`src/rtl/float_mult_pkg.sv`:
```
// Shared field widths, IEEE-754 constants, FSM states and the unpacked-float view
// used by float_multiplier and its mantissa core.
package float_mult_pkg;
    localparam int EXP_W    = 8;
    localparam int FRAC_W   = 23;
    localparam int EXP_BIAS = 127;

    localparam logic [EXP_W-1:0] EXP_MAX = 8'hFE;
    localparam logic [EXP_W-1:0] INF_EXP = 8'hFF;
    localparam logic [31:0]      QNAN    = 32'h7FC0_0000;

    typedef enum logic [2:0] {
        ST_IDLE,
        ST_LOAD,
        ST_MULT,
        ST_NORM,
        ST_DONE
    } state_t;

    typedef struct packed {
        logic              sign;
        logic [EXP_W-1:0]  exp;
        logic [FRAC_W-1:0] frac;
    } float_t;
endpackage

```
`src/rtl/mantissa_seq_mult.sv`:
```
// 24x24 unsigned shift-add multiplier retiring BITS_PER_CYCLE multiplier bits per
// cycle, LSB first. done is high during the cycle whose clock edge performs the last step.
module mantissa_seq_mult #(
    parameter int BITS_PER_CYCLE = 2
) (
    input  logic        clk,
    input  logic        reset,
    input  logic        start,
    input  logic [23:0] op_a,
    input  logic [23:0] op_b,
    output logic [47:0] product,
    output logic        done
);
    localparam int ITERS = 24 / BITS_PER_CYCLE;
    localparam int CNT_W = $clog2(ITERS + 1);

    logic [47:0]      acc_q, acc_d;
    logic [47:0]      mcand_q, mcand_d;
    logic [23:0]      mplier_q, mplier_d;
    logic [CNT_W-1:0] cnt_q, cnt_d;
    logic             busy_q, busy_d;
    logic [47:0]      pp [BITS_PER_CYCLE];
    logic [47:0]      pp_sum;

    // One partial product per multiplier bit retired this cycle.
    for (genvar gi = 0; gi < BITS_PER_CYCLE; gi++) begin : g_pp
        assign pp[gi] = mplier_q[gi] ? (mcand_q << gi) : 48'd0;
    end

    always_comb begin
        pp_sum = 48'd0;
        for (int i = 0; i < BITS_PER_CYCLE; i++) begin
            pp_sum = pp_sum + pp[i];
        end
    end

    always_comb begin
        acc_d    = acc_q;
        mcand_d  = mcand_q;
        mplier_d = mplier_q;
        cnt_d    = cnt_q;
        busy_d   = busy_q;
        if (start) begin
            acc_d    = 48'd0;
            mcand_d  = {24'd0, op_a};
            mplier_d = op_b;
            cnt_d    = '0;
            busy_d   = 1'b1;
        end else if (busy_q) begin
            acc_d    = acc_q + pp_sum;
            mcand_d  = mcand_q << BITS_PER_CYCLE;
            mplier_d = mplier_q >> BITS_PER_CYCLE;
            cnt_d    = cnt_q + CNT_W'(1);
            if (cnt_q == CNT_W'(ITERS - 1)) begin
                busy_d = 1'b0;
            end
        end
    end

    always_ff @(posedge clk or negedge reset) begin
        if (!reset) begin
            acc_q    <= 48'd0;
            mcand_q  <= 48'd0;
            mplier_q <= 24'd0;
            cnt_q    <= '0;
            busy_q   <= 1'b0;
        end else begin
            acc_q    <= acc_d;
            mcand_q  <= mcand_d;
            mplier_q <= mplier_d;
            cnt_q    <= cnt_d;
            busy_q   <= busy_d;
        end
    end

    assign product = acc_q;
    assign done    = busy_q && (cnt_q == CNT_W'(ITERS - 1));
endmodule

```
`src/rtl/float_multiplier.sv`:
```
// Sequential IEEE-754 single-precision multiplier, one operation per reset release.
// Define ROUND_NEAREST_EN for round-to-nearest-even; otherwise results are truncated.
module float_multiplier
    import float_mult_pkg::*;
#(
    parameter int BITS_PER_CYCLE = 2
) (
    input  logic        clk,
    input  logic        reset,
    input  logic [31:0] a,
    input  logic [31:0] b,
    output logic [31:0] result,
    output logic        exception,
    output logic        overflow,
    output logic        underflow
);
    float_t a_f, b_f;
    state_t state_q, state_d;

    logic        a_zero, b_zero, a_inf, b_inf, a_nan, b_nan;
    logic        sign_q, nan_q, inf_q, zero_q;
    logic [7:0]  ea_q, eb_q;
    logic [23:0] mant_a, mant_b;
    logic [47:0] prod;
    logic        mult_done;

    logic [31:0] result_q, result_d;
    logic        exc_q, exc_d, ovf_q, ovf_d, unf_q, unf_d;

    logic signed [9:0] exp_raw, exp_norm, exp_fin;
    logic [22:0]       frac_n, frac_r;
    logic              round_carry;

    assign a_f = a;
    assign b_f = b;

    // Denormals share exponent 0 with true zero and are treated as zero.
    assign a_zero = (a_f.exp == '0);
    assign b_zero = (b_f.exp == '0);
    assign a_inf  = (a_f.exp == INF_EXP) && (a_f.frac == '0);
    assign b_inf  = (b_f.exp == INF_EXP) && (b_f.frac == '0);
    assign a_nan  = (a_f.exp == INF_EXP) && (a_f.frac != '0);
    assign b_nan  = (b_f.exp == INF_EXP) && (b_f.frac != '0);
    assign mant_a = a_zero ? 24'd0 : {1'b1, a_f.frac};
    assign mant_b = b_zero ? 24'd0 : {1'b1, b_f.frac};

    mantissa_seq_mult #(.BITS_PER_CYCLE(BITS_PER_CYCLE)) u_core (
        .clk     (clk),
        .reset   (reset),
        .start   (state_q == ST_LOAD),
        .op_a    (mant_a),
        .op_b    (mant_b),
        .product (prod),
        .done    (mult_done)
    );

    always_comb begin
        state_d = state_q;
        case (state_q)
            ST_IDLE: state_d = ST_LOAD;
            ST_LOAD: state_d = ST_MULT;
            ST_MULT: if (mult_done) state_d = ST_NORM;
            ST_NORM: state_d = ST_DONE;
            ST_DONE: state_d = ST_DONE;
            default: state_d = ST_IDLE;
        endcase
    end

    always_comb begin
        exp_raw  = $signed({2'b00, ea_q}) + $signed({2'b00, eb_q}) - $signed(10'(EXP_BIAS));
        exp_norm = prod[47] ? exp_raw + 10'sd1 : exp_raw;
        frac_n   = prod[47] ? prod[46:24] : prod[45:23];
    end

`ifdef ROUND_NEAREST_EN
    logic        guard, rnd, sticky, round_up;
    logic [23:0] frac_inc;

    always_comb begin
        guard    = prod[47] ? prod[23] : prod[22];
        rnd      = prod[47] ? prod[22] : prod[21];
        sticky   = prod[47] ? |prod[21:0] : |prod[20:0];
        round_up = guard & (rnd | sticky | frac_n[0]);
        frac_inc = {1'b0, frac_n} + {23'd0, round_up};
        // A carry out of the fraction means 1.111..1 rounded up to 2.0; the fraction is already zero.
        frac_r      = frac_inc[22:0];
        round_carry = frac_inc[23];
    end
`else
    logic unused_low_bits;

    assign unused_low_bits = ^prod[22:0];
    assign frac_r          = frac_n;
    assign round_carry     = 1'b0;
`endif

    always_comb begin
        exp_fin  = round_carry ? exp_norm + 10'sd1 : exp_norm;
        result_d = {sign_q, exp_fin[7:0], frac_r};
        exc_d    = 1'b0;
        ovf_d    = 1'b0;
        unf_d    = 1'b0;
        if (nan_q) begin
            result_d = QNAN;
            exc_d    = 1'b1;
        end else if (inf_q) begin
            result_d = {sign_q, INF_EXP, 23'd0};
            exc_d    = 1'b1;
        end else if (zero_q) begin
            result_d = {sign_q, 31'd0};
        end else if (exp_fin > $signed({2'b00, EXP_MAX})) begin
            result_d = {sign_q, INF_EXP, 23'd0};
            ovf_d    = 1'b1;
        end else if (exp_fin < 10'sd1) begin
            result_d = {sign_q, 31'd0};
            unf_d    = 1'b1;
        end
    end

    always_ff @(posedge clk or negedge reset) begin
        if (!reset) begin
            state_q  <= ST_IDLE;
            sign_q   <= 1'b0;
            ea_q     <= 8'd0;
            eb_q     <= 8'd0;
            nan_q    <= 1'b0;
            inf_q    <= 1'b0;
            zero_q   <= 1'b0;
            result_q <= 32'd0;
            exc_q    <= 1'b0;
            ovf_q    <= 1'b0;
            unf_q    <= 1'b0;
        end else begin
            state_q <= state_d;
            if (state_q == ST_LOAD) begin
                sign_q <= a_f.sign ^ b_f.sign;
                ea_q   <= a_f.exp;
                eb_q   <= b_f.exp;
                nan_q  <= a_nan | b_nan | (a_inf & b_zero) | (b_inf & a_zero);
                inf_q  <= a_inf | b_inf;
                zero_q <= a_zero | b_zero;
            end
            if (state_q == ST_NORM) begin
                result_q <= result_d;
                exc_q    <= exc_d;
                ovf_q    <= ovf_d;
                unf_q    <= unf_d;
            end
        end
    end

    assign result    = result_q;
    assign exception = exc_q;
    assign overflow  = ovf_q;
    assign underflow = unf_q;
endmodule

```
`config.mk`:
```
export PLATFORM = sky130hd
export DESIGN_NAME = float_multiplier
export DESIGN_NICKNAME = d
export VERILOG_FILES = /design/src/rtl/float_mult_pkg.sv /design/src/rtl/mantissa_seq_mult.sv /design/src/rtl/float_multiplier.sv
export SDC_FILE = /design/constraint.sdc
export NUM_CORES = 1
export LEC_CHECK = 0
export ABC_AREA = 1
export ABC_CLOCK_PERIOD_IN_PS = 7160
export BUFFER_PORTS_ARGS = -buffer_cell sky130_fd_sc_hd__buf_2
export CAP_MARGIN = 20
export CORE_MARGIN = 2
export CORE_UTILIZATION = 60
export DETAILED_ROUTE_END_ITERATION = 12
export PLACE_DENSITY = 0.9
export SYNTH_ARGS = -nofsm -noshare
export SYNTH_HDL_FRONTEND = slang
export SYNTH_SLANG_ARGS = --single-unit
```
`constraint.sdc`:
```
create_clock -name clk -period 7.16 [get_ports clk]
set_input_delay 0.716 -clock clk [delete_from_list [all_inputs] [get_ports clk]]
set_output_delay 0.716 -clock clk [all_outputs]
set_load 0.05 [all_outputs]
```
### Word-level counts from Yosys, hierarchy flattened

Index checks and enable logic that the tools add are counted.

* bits in registers: 183
* bits of input ports: 66

* add/sub/neg operators: 6
* magnitude comparators: 2
* eq/ne operators: 8
* multiplexer cells: 35
* bitwise logic cells: 8
* reduce and logical (&&, ||, !) cells: 14

Operator list (count)
* $mux W48: 6
* $mux W31: 4
* $add A48 B48 Y48: 2
* $mux W24: 4
* $logic_not A23 Y1: 2
* $reduce_bool A23 Y1: 2
* $mux W32: 1
* $mux W23: 1
* $eq A8 B8 Y1 const B: 2
* $logic_not A8 Y1: 2
* $mux W1: 14
* $pmux W3 S4: 1
* $add A10 B2 Y10 const B: 1
* $gt A10 B9 Y1 const B: 1
* $lt A10 B2 Y1 const B: 1
* $mux W10: 1
* $sub A9 B7 Y10 const B: 1
* $add A8 B8 Y9: 1
* $mux W4: 2
* $eq A3 B2 Y1 const B: 2
* $logic_and A1 B1 Y1: 5
* $or A1 B1 Y1: 5
* $add A4 B1 Y4 const B: 1
* $eq A4 B4 Y1 const B: 1
* other kinds (9): 10

### Depth between registers and ports, before layout

Gate-level depths: netlist (run 1).

* depth after elaboration: 10
* gate-level depth with buffers: 22
* depth with buffers taken out: 22

### By module

A second synthesis (run 1) with hierarchy kept.

* cell total of the unflattened synthesis: 2203
* area total of the unflattened synthesis: 14631.5 um^2

By module, submodules not included
* mantissa_seq_mult: instances 1, cells each 1582, area an instance 10585.2 um^2
* float_multiplier: instances 1, cells each 621, area an instance 4046.4 um^2

### Worst setup path after synthesis (run 1)

OpenSTA, ideal clock, no wires.

* path kind: register to register
* start: register u_core.mplier_q[1]
* end: register u_core.acc_q[47], in the netlist u_core.product[47]
* library setup time: 0.131 ns
* arrival: 2.896 ns
* required time: 7.029 ns
* setup slack: 4.133 ns
* cell stages (with the launch flop): 16
* cells stage by stage: dfrtp_1 -> clkbuf_1 -> clkbuf_1 -> nand2_1 -> fa_1 -> inv_1 -> ha_1 -> a21oi_1 -> nor2_1 -> nor2_1 -> a21boi_0 -> o21bai_1 -> nand2_1 -> nand3_1 -> o21ai_0 -> o21ai_0

* cells in the longest elaborated chain, start to end: 5

RTL lines
* from (decl): RTL line mantissa_seq_mult.sv:19 `logic [23:0] mplier_q, mplier_d;`
* from (signal assigned): RTL line mantissa_seq_mult.sv:70 `mplier_q <= mplier_d;`
* $mux W48: RTL line mantissa_seq_mult.sv:27 `assign pp[gi] = mplier_q[gi] ? (mcand_q << gi) : 48'd0;`
* $add A48 B48 Y48: RTL line mantissa_seq_mult.sv:33 `pp_sum = pp_sum + pp[i];`
* $add A48 B48 Y48: RTL line mantissa_seq_mult.sv:50 `acc_d = acc_q + pp_sum;`
* $mux W48: RTL line mantissa_seq_mult.sv:49 `end else if (busy_q) begin`
* $mux W48: RTL line mantissa_seq_mult.sv:43 `if (start) begin`
* to (signal assigned): RTL line mantissa_seq_mult.sv:62 `acc_q <= 48'd0;`
* to (signal assigned): RTL line mantissa_seq_mult.sv:68 `acc_q <= acc_d;`
* to (decl): RTL line mantissa_seq_mult.sv:17 `logic [47:0] acc_q, acc_d;`

No other way between the ends. The select of a mux whose other input is x is not followed.
A chain may end at the register's enable or synchronous reset.

### Worst setup path after layout (run 1)

* start: register u_core.mplier_q[1]
* end: register u_core.acc_q[41], in the netlist u_core.product[41]

Same word-level chain as after synthesis.

==> reports/metrics.cfg, run 1 <==
[worst_setup_path]
max_stage_delay_ns = 0.55
crit_path_cell_trace = buf_4, nand2_1, fa_1, inv_1, ha_1, fa_1, nand2_1, nand2_1, o21ai_0, inv_1, a21oi_1, inv_1, nand3_1, nand3_1, a21oi_1, o21ai_0, nand2_1
required_ns = 7.55
critPathBufInv = 4
crit_path_end_kind = register
startpoint_type = register
crit_path_top_delay_cell = fa_1
cpMostUsedCell = nand2_1
crit_fanout = 48
path_delay_family = adder cells
worstSetupPathType = register to register
crit_arrival_ns = 4.63

[global_route]
grt_first_pass_wirelength_mm = 62.1
grt_usage_pct = 32.6
grt_max_degree = 106
grt_pass1_vias = 12500
grt.overflow.total = 0
antenna_found_initial = 0

[layout]
antennaDiodeCount = 0
fin_cells = 2250
drive_gt1_share_pct = 9.80
nets = 2135
area_delta_synth_final_pct = 10.3
fin_util_pct = 67.8
fin_area_mm2 = 0.0149

[min_path]
hp-class = input pin to asynchronous set/reset pin

[placed_design]
dpl.hpwl_mm = 28.5
dp_cells = 2217
portBuffers = 100
place_ws_ns = 3.05
place_area_mm2 = 0.0142
place_congestion = 1.00

[clock_tree]
clockBufferDepth = 2
cts_hold_repair.buffers = 0
htreeDepth = 4
cts_tree = yes
cts.sinks = 183
path_clk_slew_ns = 0.08
clk_latency_ns = 0.46
cts_buffers = 17
cts_resized = 0
cts_root_buffer = clkbuf_16
post-cts-setup-buffers = 0

[floorplanning]
die_h_um = 154
fp.dieArea_mm2 = 0.0237
design.core.area_mm2 = 0.0220
die_w_um = 154
io-pin-count = 101
start_util_pct = 61.4
row_count = 54

[detailed_routing]
drt-pass1-iter-count = 6
drc = 0
ant_nets = 0
num_vias = 12900
totalWireLength_mm = 37.8
vias_per_cell = 5.73
wl_per_cell_um = 16.8
drt_iter0_drc = 1113

[logic_synthesis]
async_flop_share_pct = 100
synth_cell_types = 50
syn_area_per_cell_um2 = 7.16
ys.flop_type = dfrtp_1
ys_seq_area_share_pct = 34.0
syn_nets = 2062
ys_ff_latch = 183
synth-edff-count = 0
netlist_instances = 1884
synth_area_mm2 = 0.0135
synth-warning-count = 0

[power_and_ir_drop]
ir_worst_vdd_mv = 0.166
p_leak_nw = 7.69
p_per_area_mw_per_mm2 = 279

[timing]
slew_headroom_pct = 32.6
skew_ns = 0.0145
tightestPinTransition_ns = 1.01
period_share_pct = 59.2
hold_viol_final = 0
drv_slew = 0
finalSetupViolCount = 0
tns_ns = 0
rsz0062_at_grt = no
max_freq_ghz = 0.236
worst_slack_ns = 2.92
period_minus_slack_ns = 4.24

[status]
status = finished, final reports clean

[job]
cap_violations = 0

==> through the flow <==
stage / power (mW) / hold WS [ns]
finish: 4.15 / 0.0580
global route: 4.44 / 0.0552
CTS: 4.15 / 0.462
detailed placement: 3.11 / 0.453
global placement: 3.06 / 0.450
floorplan: 2.67 / 0.420
==> flip-flops by register name, summed over array words and instances, names as in the netlist, 3 cells and up <==
signal,flops
u_core.mcand_q,48
u_core.product,48
result,32
u_core.mplier_q,24
ea_q,8
eb_q,8
u_core.cnt_q,4
state_q,3
==> worst paths after layout <==
check | slack [ns] | startpoint | to | cells after the start
worst max-delay path | 2.92 | u_core.mplier_q[1]$_DFFE_PN0P_ | u_core.product[41]$_DFFE_PN0P_ | 17
worst min-delay path | 0.06 | reset | u_core.mplier_q[12]$_DFFE_PN0P_ | 1
worst max register to register | 2.92 | u_core.mplier_q[1]$_DFFE_PN0P_ | u_core.product[41]$_DFFE_PN0P_ | 17
worst min register to register | 0.47 | exception$_DFFE_PN0N_ | exception$_DFFE_PN0N_ | 2
max in group asynchronous | 5.39 | reset | eb_q[3]$_DFFE_PN0P_ | 3
min in group clk | 0.47 | exception$_DFFE_PN0N_ | exception$_DFFE_PN0N_ | 2
==> layout by cell type, fill, tap and decap left out, drive strengths merged, types with 3 or more instances in the layout <==
master | Yosys | layout
a21boi | 4 | 4
a21o | 15 | 15
a21oi | 113 | 113
a31oi | 12 | 12
buf | 10 | 112
clkbuf | 48 | 18
clkinv | 2 | 5
dfrtp | 183 | 183
fa | 48 | 48
ha | 64 | 64
inv | 307 | 314
nand2 | 514 | 514
nand3 | 57 | 57
nand3b | 4 | 4
nand4 | 11 | 11
nor2 | 180 | 180
nor3 | 18 | 18
nor4 | 16 | 16
o211ai | 3 | 3
o21a | 6 | 6
o21ai | 189 | 189
o21bai | 4 | 4
o221ai | 11 | 11
o22ai | 42 | 42
xnor2 | 3 | 3
xor2 | 5 | 5
==> cells by family after synthesis <==
family | synth area share (%)
AND/OR/NAND/NOR | 24.7
AO/OA/AOI/OAI | 17.2
buffers and inverters | 10.5
flip-flops | 34.0
adder cells (fa/ha/maj) | 13.1
XOR/XNOR | 0.575
==> final cells by class <==
type | count | area, um2
repair buffers | 112 | 637
fillers | 1890 | 7080
inverters | 309 | 1160
clock buffers | 18 | 439
clock inverters | 14 | 205
multi-input cells | 1334 | 7510
well taps | 280 | 350
flip-flops and latches | 183 | 4580
==> cell usage after synthesis (17+ instances only) <==
master / number / area share, %
o22ai_1: 42 / 1.9
inv_1: 304 / 8.5
ha_1: 64 / 5.9
nor2_1: 172 / 4.8
dfrtp_1: 183 / 34
o21ai_2: 20 / 1.3
a21oi_1: 113 / 4.2
fa_1: 48 / 7.1
o21ai_0: 165 / 6.1
nand3_1: 53 / 2.0
clkbuf_1: 48 / 1.3
nand2_1: 507 / 14
nor3_1: 17 / 0.63
==> layer usage <==
| metal | GRT usage (%) | routed length [um] | vias to the layer above |
|---|---|---|---|
| li1 | - | - | 6210 |
| met1 | 44.4 | 16300 | 6067 |
| met3 | 3.78 | 2580 | 64 |
| met2 | 54.1 | 17900 | 543 |
| met5 | 0 | 0 | - |
| met4 | 11.9 | 1060 | 0 |
==> power by group <==
group          internal [mW]  leakage (nW)  switching [mW]
Combinational          0.497          5.11            1.25
Sequential              1.25          2.27           0.114
Clock                  0.550         0.308           0.486
Power figures use the tool's default switching activity.
==> inputs of run 2 (changes only) <==
- ABC_CLOCK_PERIOD_IN_PS: 7160 -> 4000
- clock period: 7.16 -> 4 ns (I/O delays scaled with it)
==> run 2 against run 1 <==
Effect of this change:
- fmax grew 8.9%
- critical path type unchanged
- cell count grew 0.27%
- combinational power grew 80%
- via count rose by 2.2%
- highest routed layer unchanged
- critical endpoint is now u_core.product[47]$_DFFE_PN0P_
- non-clock buffer count grew 7
- cell area up 0.17%
==> reports/metrics.cfg, run 2 (synthesis results as in run 1) <==
[global_route]
grt_usage_pct = 32.8  ; +0.23 points
grt_first_pass_wirelength_mm = 62.5  ; +0.68%
grt_pass1_vias = 12900  ; +3.0%
antenna_found_initial = 0  ; unchanged
grt.overflow.total = 0  ; unchanged
grt_max_degree = 91  ; -14%

[detailed_routing]
totalWireLength_mm = 38.1  ; +0.65%
drt-pass1-iter-count = 6  ; unchanged
wl_per_cell_um = 16.9  ; +0.38%
num_vias = 13200  ; +2.2%
drc = 0  ; unchanged
vias_per_cell = 5.84  ; +1.9%
ant_nets = 0  ; unchanged
drt_iter0_drc = 1096  ; -1.5%

[timing]
period_share_pct = 97.4  ; +38 points
tightestPinTransition_ns = 0.820  ; -0.191 ns
period_minus_slack_ns = 3.90  ; -0.346 ns
finalSetupViolCount = 0  ; unchanged
tns_ns = 0  ; unchanged
rsz0062_at_grt = no
drv_slew = 0  ; unchanged
hold_slack_ns = 0.164  ; +0.106 ns
slew_headroom_pct = 44.7  ; +12 points
max_freq_ghz = 0.257  ; +8.9%
hold_viol_final = 0  ; unchanged
worst_slack_ns = 0.105  ; -2.81 ns
skew_ns = 0.0147  ; +0.000251 ns

[min_path]
hold_start = a[11]
hp-class = input pin to register
holdPathEnd = u_core.mcand_q[11]$_DFFE_PN0P_
holdPathStages = 3

[clock_tree]
cts.sinks = 183  ; unchanged
cts_root_buffer = clkbuf_16
path_clk_slew_ns = 0.08  ; about the same
cts_tree = yes
clockBufferDepth = 2  ; unchanged
cts_buffers = 17  ; unchanged
clk_latency_ns = 0.46  ; about the same
htreeDepth = 4  ; unchanged

[power_and_ir_drop]
p_leak_nw = 7.72  ; +0.35%
power_frac_comb_pct = 42.4  ; +0.2 points
p_int_mw = 4.07  ; +77%
power_frac_clock_pct = 24.6  ; -0.4 points
seqPwrFrac_pct = 33.0  ; +0.2 points
swShare_pct = 45.1  ; +0.42 points
p_per_area_mw_per_mm2 = 497  ; +78%
ir_worst_vdd_mv = 0.306  ; +84%
switching_power_mw = 3.34  ; +80%

[worst_setup_path]
rr_startpoint = u_core.mplier_q[0]$_DFFE_PN0P_
max_stage_delay_ns = 0.50  ; -0.05 ns
startpoint_type = register
critPathBufInv = 3  ; -1
crit_path_end_kind = register
rr_endpoint = u_core.product[47]$_DFFE_PN0P_
required_ns = 4.32  ; -3.23 ns
crit_path_cell_trace = buf_4, buf_4, nand2_1, fa_1, inv_1, ha_1, a21o_1, nor2_1, a21boi_0, o21bai_1, nand2_1, nand3_1, o21ai_0, o21ai_0
worstSetupPathType = register to register
crit_arrival_ns = 4.21  ; -0.42 ns
crit_fanout = 26  ; -46%
r2r_slack_ns = 0.10  ; -2.81 ns
crit_path_top_delay_cell = fa_1
path_delay_family = compound AO/OA/AOI/OAI gates
ff2ff_path_depth = 14  ; -3

[floorplanning]
die_w_um = 154  ; unchanged
io-pin-count = 101  ; unchanged
row_count = 54  ; unchanged
fp.dieArea_mm2 = 0.0237  ; unchanged
design.core.area_mm2 = 0.0220  ; unchanged
die_h_um = 154  ; unchanged
start_util_pct = 61.4  ; unchanged

[layout]
nets = 2142  ; +0.33%
mostFrequentLayoutCell = nand2_1
layout_common_cells = 505 x nand2_1, 304 x inv_1, 182 x dfrtp_1
area_delta_synth_final_pct = 10.5
drive_gt1_share_pct = 10.1  ; +0.27 points
fin_area_mm2 = 0.0149  ; +0.17%
antennaDiodeCount = 0  ; unchanged

[placed_design]
dpl.hpwl_mm = 28.6  ; +0.30%
place_congestion = 1.01  ; +0.68%
portBuffers = 100  ; unchanged
place_ws_ns = 0.198  ; -2.86 ns
place_area_mm2 = 0.0143  ; +0.55%

[job]
cap_violations = 0  ; unchanged

[status]
status = finished, final reports clean

run 2: cell count changes in the layout (fill, tap and decap cells not counted), moves of 2 or more:
| cell | delta |
|---|---|
| buf_4 | +5 |
| inv_8 | -4 |
| buf_12 | +2 |
| clkinv_2 | +2 |
| clkinvlp_4 | -2 |
| inv_6 | +5 |
run 2: tightest hold or removal path, cell delays in order:
cell and delay (ns):
buf_2 0.09, nand2_1 0.04, o221ai_1 0.05
run 2: stage by stage:
step | cells | power (mW) | util, %
6_report | 2256 | 7.41 | 67.9
5_1_grt | 2256 | 7.86 | 67.9
4_1_cts | 2256 | 7.38 | 67.9
3_5_place_dp | 2224 | 5.57 | 65.1
3_3_place_gp | 2223 | 5.46 | 64.9
2_1_floorplan | 1884 | 4.78 | -
run 2: what timing repair did:
item / in CTS / in global routing
hold endpoints to repair: 34 / 0
hold buffers: 1 / 0
gates resized for setup: 0 / 2
endpoints found under the setup margin: 0 / 10
setup buffers: 0 / 0
run 2: routing by layer:
layer  vias up  wire length (um)  share of wire [%]  track usage [%]
met5         -                 0                  0                0
met4         0              1110                2.9             12.3
met3        80              2940                7.7             4.28
met2       610             18200                 48             55.4
met1      6271             15900                 42             43.5
li1       6205                 -                  -                -
run 2: worst max-delay path by stage:
| stage | startpoint | end | slack [ns] | cells past startpoint |
|---|---|---|---|---|
| 2_1_floorplan | u_core.mplier_q[1]$_DFFE_PN0P_ | u_core.product[47]$_DFFE_PN0P_ | 0.97 | 15 |
| 3_3_place_gp | u_core.mplier_q[1]$_DFFE_PN0P_ | u_core.product[25]$_DFFE_PN0P_ | 0.16 | 14 |
| 3_5_place_dp | u_core.mplier_q[1]$_DFFE_PN0P_ | u_core.product[25]$_DFFE_PN0P_ | 0.20 | 13 |
| 4_1_cts | u_core.mplier_q[1]$_DFFE_PN0P_ | u_core.product[44]$_DFFE_PN0P_ | 0.13 | 15 |
| 5_1_grt | u_core.mplier_q[1]$_DFFE_PN0P_ | u_core.product[44]$_DFFE_PN0P_ | 0.01 | 15 |
| 6_report | u_core.mplier_q[0]$_DFFE_PN0P_ | u_core.product[47]$_DFFE_PN0P_ | 0.10 | 14 |
run 2: power groups by stage:
stage | logic, mW | registers [mW] | clock network (mW)
floorplan | 1.88 | 2.90 | 0
global placement | 3.01 | 2.46 | 0
detailed placement | 3.10 | 2.48 | 0
CTS | 3.13 | 2.44 | 1.82
global route | 3.50 | 2.49 | 1.87
finish | 3.15 | 2.45 | 1.82
run 2: final cells by class:
class	count	area, um2
Timing Repair Buffer	119	697
Clock inverter	14	183
Multi-Input combinational cell	1334	7510
Inverter	309	1160
Sequential cell	183	4580
Tap cell	280	350
Fill cell	1805	7050
Clock buffer	17	425
